==> config.mk <==
export PLATFORM = sky130hd
export DESIGN_NAME = instr_encoder
export DESIGN_NICKNAME = d
export VERILOG_FILES = /design/src/rtl/instr_encoder.sv
export SDC_FILE = /design/constraint.sdc
export NUM_CORES = 1
export LEC_CHECK = 0
export ABC_AREA = 1
export CAP_MARGIN = 30
export CELL_PAD_IN_SITES_DETAIL_PLACEMENT = 1
export CELL_PAD_IN_SITES_GLOBAL_PLACEMENT = 1
export CORE_AREA = 2 2 164 166
export DETAILED_ROUTE_END_ITERATION = 12
export DIE_AREA = 0 0 166 168
export PLACE_DENSITY = 0.77
export SLEW_MARGIN = 10
export SYNTH_ARGS = -nofsm -noshare
export SYNTH_HDL_FRONTEND = slang
export SYNTH_SLANG_ARGS = --single-unit
==> constraint.sdc <==
create_clock -name clk -period 7.1 [get_ports clk]
set_input_delay 1.775 -clock clk [delete_from_list [all_inputs] [get_ports clk]]
set_output_delay 1.775 -clock clk [all_outputs]
set_load 0.02 [all_outputs]
==> src/rtl/instr_encoder.sv <==
// instr_encoder: packs decoded MIPS fields into R/I/J words, tags each with a
// sequential word address and queues them in a small FIFO drained by valid/ready.
module instr_encoder #(
    parameter int unsigned DEPTH  = 4,
    parameter int unsigned ADDR_W = 10
) (
    input  logic              clk,
    input  logic              reset,
    input  logic              in_valid,
    output logic              in_ready,
    input  logic [1:0]        fmt,
    input  logic [5:0]        op,
    input  logic [4:0]        rs,
    input  logic [4:0]        rt,
    input  logic [4:0]        rd,
    input  logic [4:0]        shamt,
    input  logic [5:0]        funct,
    input  logic [15:0]       imm,
    input  logic [25:0]       jaddr,
    input  logic              base_load,
    input  logic [ADDR_W-1:0] base_addr,
    output logic              out_valid,
    input  logic              out_ready,
    output logic [31:0]       out_word,
    output logic [ADDR_W-1:0] out_addr,
    output logic              bad_fmt,
    output logic [7:0]        err_count
);

    localparam int unsigned PTR_W = (DEPTH > 1) ? $clog2(DEPTH) : 1;
    localparam int unsigned CNT_W = $clog2(DEPTH + 1);

    logic [31:0]       r_mem_word [DEPTH];
    logic [ADDR_W-1:0] r_mem_addr [DEPTH];
    logic [PTR_W-1:0]  r_wr_ptr;
    logic [PTR_W-1:0]  r_rd_ptr;
    logic [CNT_W-1:0]  r_count;
    logic [ADDR_W-1:0] r_addr;
    logic              r_bad_fmt;
    logic [7:0]        r_err_count;

    logic              w_accept;
    logic              w_legal;
    logic              w_push;
    logic              w_pop;
    logic [31:0]       w_word;
    logic [ADDR_W-1:0] w_tag;

    // Handshake decode; ready and valid depend only on the registered occupancy.
    assign in_ready  = (r_count != CNT_W'(DEPTH));
    assign out_valid = (r_count != '0);
    assign w_accept  = in_valid && in_ready;
    assign w_legal   = (fmt != 2'd3);
    assign w_push    = w_accept && w_legal;
    assign w_pop     = out_valid && out_ready;
    // A base load in the same cycle as a push tags the pushed word with base_addr.
    assign w_tag     = base_load ? base_addr : r_addr;

    assign out_word  = r_mem_word[r_rd_ptr];
    assign out_addr  = r_mem_addr[r_rd_ptr];
    assign bad_fmt   = r_bad_fmt;
    assign err_count = r_err_count;

    // Field packing for the selected instruction format.
    always_comb begin
        w_word = '0;
        case (fmt)
            2'd0:    w_word = {op, rs, rt, rd, shamt, funct};
            2'd1:    w_word = {op, rs, rt, imm};
            2'd2:    w_word = {op, jaddr};
            default: w_word = '0;
        endcase
    end

    // FIFO storage: write the packed word and its tag at the write pointer.
    always_ff @(posedge clk or posedge reset) begin
        if (reset) begin
            for (int unsigned i = 0; i < DEPTH; i++) begin
                r_mem_word[i] <= '0;
                r_mem_addr[i] <= '0;
            end
        end else if (w_push) begin
            r_mem_word[r_wr_ptr] <= w_word;
            r_mem_addr[r_wr_ptr] <= w_tag;
        end
    end

    // FIFO pointers and occupancy; pointers wrap naturally as DEPTH is a power of two.
    always_ff @(posedge clk or posedge reset) begin
        if (reset) begin
            r_wr_ptr <= '0;
            r_rd_ptr <= '0;
            r_count  <= '0;
        end else begin
            if (w_push) begin
                r_wr_ptr <= r_wr_ptr + PTR_W'(1);
            end
            if (w_pop) begin
                r_rd_ptr <= r_rd_ptr + PTR_W'(1);
            end
            case ({w_push, w_pop})
                2'b10:   r_count <= r_count + CNT_W'(1);
                2'b01:   r_count <= r_count - CNT_W'(1);
                default: r_count <= r_count;
            endcase
        end
    end

    // Word-address counter: base load, then post-increment on each legal push.
    always_ff @(posedge clk or posedge reset) begin
        if (reset) begin
            r_addr <= '0;
        end else if (w_push) begin
            r_addr <= w_tag + ADDR_W'(1);
        end else if (base_load) begin
            r_addr <= base_addr;
        end
    end

    // Illegal-format pulse and saturating error counter.
    always_ff @(posedge clk or posedge reset) begin
        if (reset) begin
            r_bad_fmt   <= 1'b0;
            r_err_count <= '0;
        end else begin
            r_bad_fmt <= w_accept && !w_legal;
            if (w_accept && !w_legal && (r_err_count != 8'hFF)) begin
                r_err_count <= r_err_count + 8'd1;
            end
        end
    end

endmodule

# [Word level (Yosys, flattened, before mapping)]
# Index checks and enable logic that the tools add are counted.
[word_totals] ff_bits=194 inputBits=91 out_inout_bits=53 elab_cells=58
[op_classes] add_sub_neg=6 magnitude_cmp=3 n_eq_ne=7 mux=16 bitwise_logic=2 reduce_logical=10
[ops] operator="bitwise mux 128 bit" n=1
[ops] operator="2-to-1 mux 32 bit" n=3
[ops] operator="one-hot mux 32 bit (3 select lines)" n=1
[ops] operator="binary-select mux 32 bit (select 2 bit)" n=1
[ops] operator="demux 32 bit (select 2 bit)" n=1
[ops] operator="2-to-1 mux 10 bit" n=5
[ops] operator="bitwise mux 40 bit" n=1
[ops] operator="binary-select mux 10 bit (select 2 bit)" n=1
[ops] operator="demux 10 bit (select 2 bit)" n=1
[ops] operator="adder 10 x 1 -> 10 bit, second input constant" n=1
[ops] operator="adder 8 x 1 -> 8 bit, second input constant" n=1
[ops] operator="!= test 8 bit, second input constant" n=1
[ops] operator=">= comparator 3 bit, second input constant" n=2
[ops] operator="logical AND 1 bit" n=6
[ops] operator="NOT 2 -> 3 bit" n=2
[ops] operator="one-hot mux 3 bit (2 select lines)" n=1
[ops] operator="adder 2 x 1 -> 2 bit, second input constant" n=2
[ops] operator="== test 2 x 1 -> 1 bit, second input constant" n=2
[ops] operator="== test 2 bit, second input constant" n=2
[ops] operator="adder 3 x 1 -> 3 bit, second input constant" n=1
[ops] operator="< comparator 3 x 1 -> 1 bit, second input constant" n=1
[ops] operator="!= test 3 bit, second input constant" n=1
[ops] operator="nonzero test 3 bit" n=1
[ops] operator="subtractor 3 x 1 -> 3 bit, second input constant" n=1
[ops] operator="4 further kinds" n=4

# [Logic depth before layout (Yosys ltp)]
[depth] word_depth=6 depth_mapped=10 depth_no_buf=10

# [Least setup slack after synthesis]
# Ideal clock, no wire load.
[synth_timing] kind="input port to flip-flop" start="in fmt[0]" end="reg r_count[2]" setup_ns=0.131 arrival_time_ns=3.069 t_required_ns=6.969 path_slack_ns=3.900 cell_stages=9 n_path_buf=1 cell_sequence="buf_4 > nand2_2 > nand3_4 > ha_1 > inv_1 > fa_1 > a21oi_1 > o21ai_0 > xor2_1"
[synth_via] elab_chain_cells=4 word_cells_on_any_way=6 cone_classes="3 x eq/ne; 1 x mux; 2 x reduce/logical"
[synth_lines] item="start: declaration" line="11" rtl="input logic [1:0] fmt,"
[synth_lines] item="!= test 2 bit *" line="53" rtl="assign w_legal = (fmt != 2'd3);"
[synth_lines] item="logical AND 1 bit *" line="54" rtl="assign w_push = w_accept && w_legal;"
[synth_lines] item="== test 2 x 1 -> 1 bit / == test 2 bit (equally long branches)" line="101" rtl="case ({w_push, w_pop})"
[synth_lines] item="one-hot mux 3 bit (2 select lines) / nonzero test 2 bit (equally long branches)"
[synth_lines] item="end signal: assignment" line="102" rtl="2'b10: r_count <= r_count + CNT_W'(1);"
[synth_lines] item="end signal: assignment" line="103" rtl="2'b01: r_count <= r_count - CNT_W'(1);"
[synth_lines] item="end signal: assignment" line="104" rtl="default: r_count <= r_count;"
[synth_lines] item="end: declaration" line="37" rtl="logic [CNT_W-1:0] r_count;"
# Mark *: on every way between the ends. The rest lies on a longest branch, timed or not.
# A chain may end at the register's enable or synchronous reset.

# [Final worst setup path]
[layout_timing] start="reg r_rd_ptr[0]" end="out out_addr[1]"
[layout_via] elab_chain_cells=4
[layout_lines] item="start: declaration" line="36" rtl="logic [PTR_W-1:0] r_rd_ptr;"
[layout_lines] item="start signal: assignment" line="99" rtl="r_rd_ptr <= r_rd_ptr + PTR_W'(1);"
[layout_lines] item="NOT 2 -> 3 bit (not written as such)" line="60" rtl="assign out_addr = r_mem_addr[r_rd_ptr];"
[layout_lines] item="binary-select mux 10 bit (select 2 bit)" line="60"
[layout_lines] item="2-to-1 mux 10 bit (not written as such) (2 in a row)" line="60"
[layout_lines] item="end: declaration" line="25" rtl="output logic [ADDR_W-1:0] out_addr,"
# No other way between the ends. The select of a mux whose other input is x is not followed.

==> flow_summary.toml <==
[yosys]
syn_nets = 1230
synth_cell_type_count = 32
avgSynthCellArea_um2 = 8.23
syn_inst = 1131
async_flop_share_pct = 100
synth_ff_type = "dfrtp_1"
yosysSeqAreaShare_pct = 52.2
synth-seq-cells = 194
synth_edf_count = 0
synth_area_mm2 = 0.00931
synth_warnings = 0

[final_layout]
fill_cells = 3140
layout.nets = 1334
multi_input_area_mm2 = 0.00384
syn_to_final_growth_pct = 24.1
ff_latch_area_mm2 = 0.00486
drive_gt1_share_pct = 6.49
n_antenna_cell = 0

[floorplanning]
dieArea_mm2 = 0.0279
start_util_pct = 35.3
ios = 144
coreArea_mm2 = 0.0264
die_h_um = 168
die_x_um = 166
fp-row-count = 60

[routing]
vias = 7978
routed_wl_um = 26700
drtAntennaViolNets = 0
via_per_inst = 5.02
drc = 0
drt-initial-drc-count = 490
drtPass1Iterations = 5
wire_per_inst_um = 16.8

[grt]
grt_use_met3_pct = 3.08
use_met2_pct = 34.6
grt_max_degree = 87
grt_pass1_vias = 8672
track_usage_pct = 19.7
antenna_found_initial = 0
top_usage_layer = "met2"
grt_pass1_wl_um = 44900
grt-ovfl-total = 0
grt_util_met1_pct = 25.6

[sta]
hold_violations = 0
fmax_ghz = 0.220
slew_violations = 0
tightest_slew_ns = 0.914
rsz0062_at_grt = "no"
setup_viol = 0
whs_ns = 0.477
period_share_pct = 64.2
min_period_ns = 4.56
fin_skew_ns = 0.0158
fin_setup_tns_ns = 0
slew_headroom_pct = 39.1

[power]
power.leakage_uw = 0.00548
p_per_area_mw_per_mm2 = 467
irDropWorstVdd_mv = 0.325

[placed_design]
place_hpwl_um = 17300
place.port_buffers = 143
gp_congestion = 0.742

[clocking]
cts_num_sinks = 194
clockRootBuffer = "clkbuf_16"
cts.path.max_buffers = 2
tritoncts = "built"
htree_levels = 4
cts_setup_buffers = 0
ctsResizeCount = 0
clkLatencyLatePin_ns = 0.44
cts_buffers = 17
cts.clk_slew.worst_paths_ns = 0.08
cts_hold_buffers = 0

[run]
maxCapViolations = 0

[critical_path]
critPathKind = "reg -> out"
path_delay_family = "buffers and inverters"
required_ns = 5.33
critical-path-max-stage-delay_ns = 0.69
worstSetupStartpointType = "flip-flop"
endpoint_kind = "output port"
worst_path_max_delay_cell = "buf_4"
critPathBufInv = 2
cp_max_fo = 86
cp.arrival_ns = 2.78
crit_chain = "buf_4 -> o21ai_0 -> o22ai_1 -> clkdlybuf4s50_1"

[min_path]
hold_class = "reg -> reg"

[outcome]
outcome = "complete, no violations"
[placed cells by master (no fill, tap or decap), types with 2 or more instances in the layout]
master,netlist,final
inv_6,1,2
xnor2_1,7,7
inv_1,44,42
xor2_1,10,10
nand2_4,4,4
nand2_1,400,400
clkbuf_8,0,6
nand2_2,2,2
inv_2,3,4
nor2_1,92,92
buf_4,4,6
bufinv_16,0,5
dfrtp_1,194,193
o21ai_0,164,164
nand3_4,2,2
clkinv_2,3,4
nand4_1,3,3
clkdlybuf4s50_1,0,143
a22o_1,10,10
clkbuf_16,0,17
o21ai_2,21,21
o21ai_1,8,8
and2_1,2,2
nand3_1,37,37
ha_1,7,7
a21oi_1,2,2
o22ai_1,42,42
[cell type report]
class                   instances  share of cell area (%)
clock inverters                 8                    1.48
repair buffers                152                    13.3
multi-input cells             818                    33.3
clock buffers                  24                    4.43
flip-flops and latches        194                    42.0
inverters                      52                    1.81
well taps                     341                    3.69
[registers in the layout (all words and copies together) (netlist names)]
name	count
bad_fmt	1
r_count	3
r_mem_word	128
r_wr_ptr	2
err_count	8
r_addr	10
r_mem_addr	40
r_rd_ptr	2
[synth_stat cells (3+ instances only)]
cell type / instances / area share [%]
a22o_1: 10 / 0.94
buf_2: 16 / 0.86
buf_4: 4 / 0.32
buf_6: 16 / 1.9
clkbuf_1: 31 / 1.3
clkinv_2: 3 / 0.16
dfrtp_1: 194 / 52
ha_1: 7 / 0.94
inv_1: 44 / 1.8
inv_2: 3 / 0.12
nand2_1: 400 / 16
nand2_4: 4 / 0.48
nand3_1: 37 / 2.0
nand4_1: 3 / 0.20
nor2_1: 92 / 3.7
o21ai_0: 164 / 8.8
o21ai_1: 8 / 0.43
o21ai_2: 21 / 2.0
o22ai_1: 42 / 2.8
xnor2_1: 7 / 0.66
xor2_1: 10 / 0.94
[kinds of logic (layout without fill, tap and decap cells)]
family | after synthesis | after routing | synth area share (%)
AOI/OAI and AO/OA | 248 | 248 | 15.2
xor gates and xnor gates | 17 | 17 | 1.60
DFF | 194 | 194 | 52.2
buffers and inverters | 119 | 236 | 6.56
and+or+nand+nor | 545 | 545 | 23.4
adders and majority gates | 8 | 8 | 1.16
[routing by layer]
metal  share of wire (%)  up-vias
met3                 3.0       24
met4                 1.3        0
met1                  46     3953
li1                    -     3868
met2                  49      133
met5                   0        -
[through the flow]
step / setup WS [ns] / utilization (%) / power, uW / instances / cell area (um^2)
floorplan: 0.0411 / - / 3320 / 1131 / 9310
global placement: 2.54 / 41.0 / 4190 / 1554 / 10800
detailed placement: 2.41 / 41.1 / 4280 / 1555 / 10800
CTS: 2.19 / 43.7 / 5430 / 1587 / 11500
global route: 2.39 / 43.8 / 5780 / 1589 / 11600
finish: 2.55 / 43.8 / 5390 / 1589 / 11600
[power by group]
group          switching [uW]  internal (uW)  total [uW]
clock network             431            683        1110
logic                    1490            964        2450
registers                 255           1570        1820
total                    2170           3220        5390
[worst reg2reg max path, delay by kind of cell, from the launching register on]
family / cells / cell delay, ns
and+or+nand+nor: 5 / 1.07
DFF: 1 / 0.39
buffers and inverters: 3 / 0.72
[final timing paths]
check,cells past startpoint,start,endpoint,slack (ns)
worst max register to register,8,r_count[1],r_mem_word[41],4.80
min in group asynchronous,2,reset,err_count[1],1.70
worst min register to register,2,r_mem_word[70],r_mem_word[70],0.48
worst max-delay path,4,r_rd_ptr[0],out_addr[1],2.55
max in group asynchronous,3,reset,r_mem_addr[15],4.46
worst min-delay path,2,r_mem_word[70],r_mem_word[70],0.48
No activity file was read; power rests on OpenSTA's default activity.
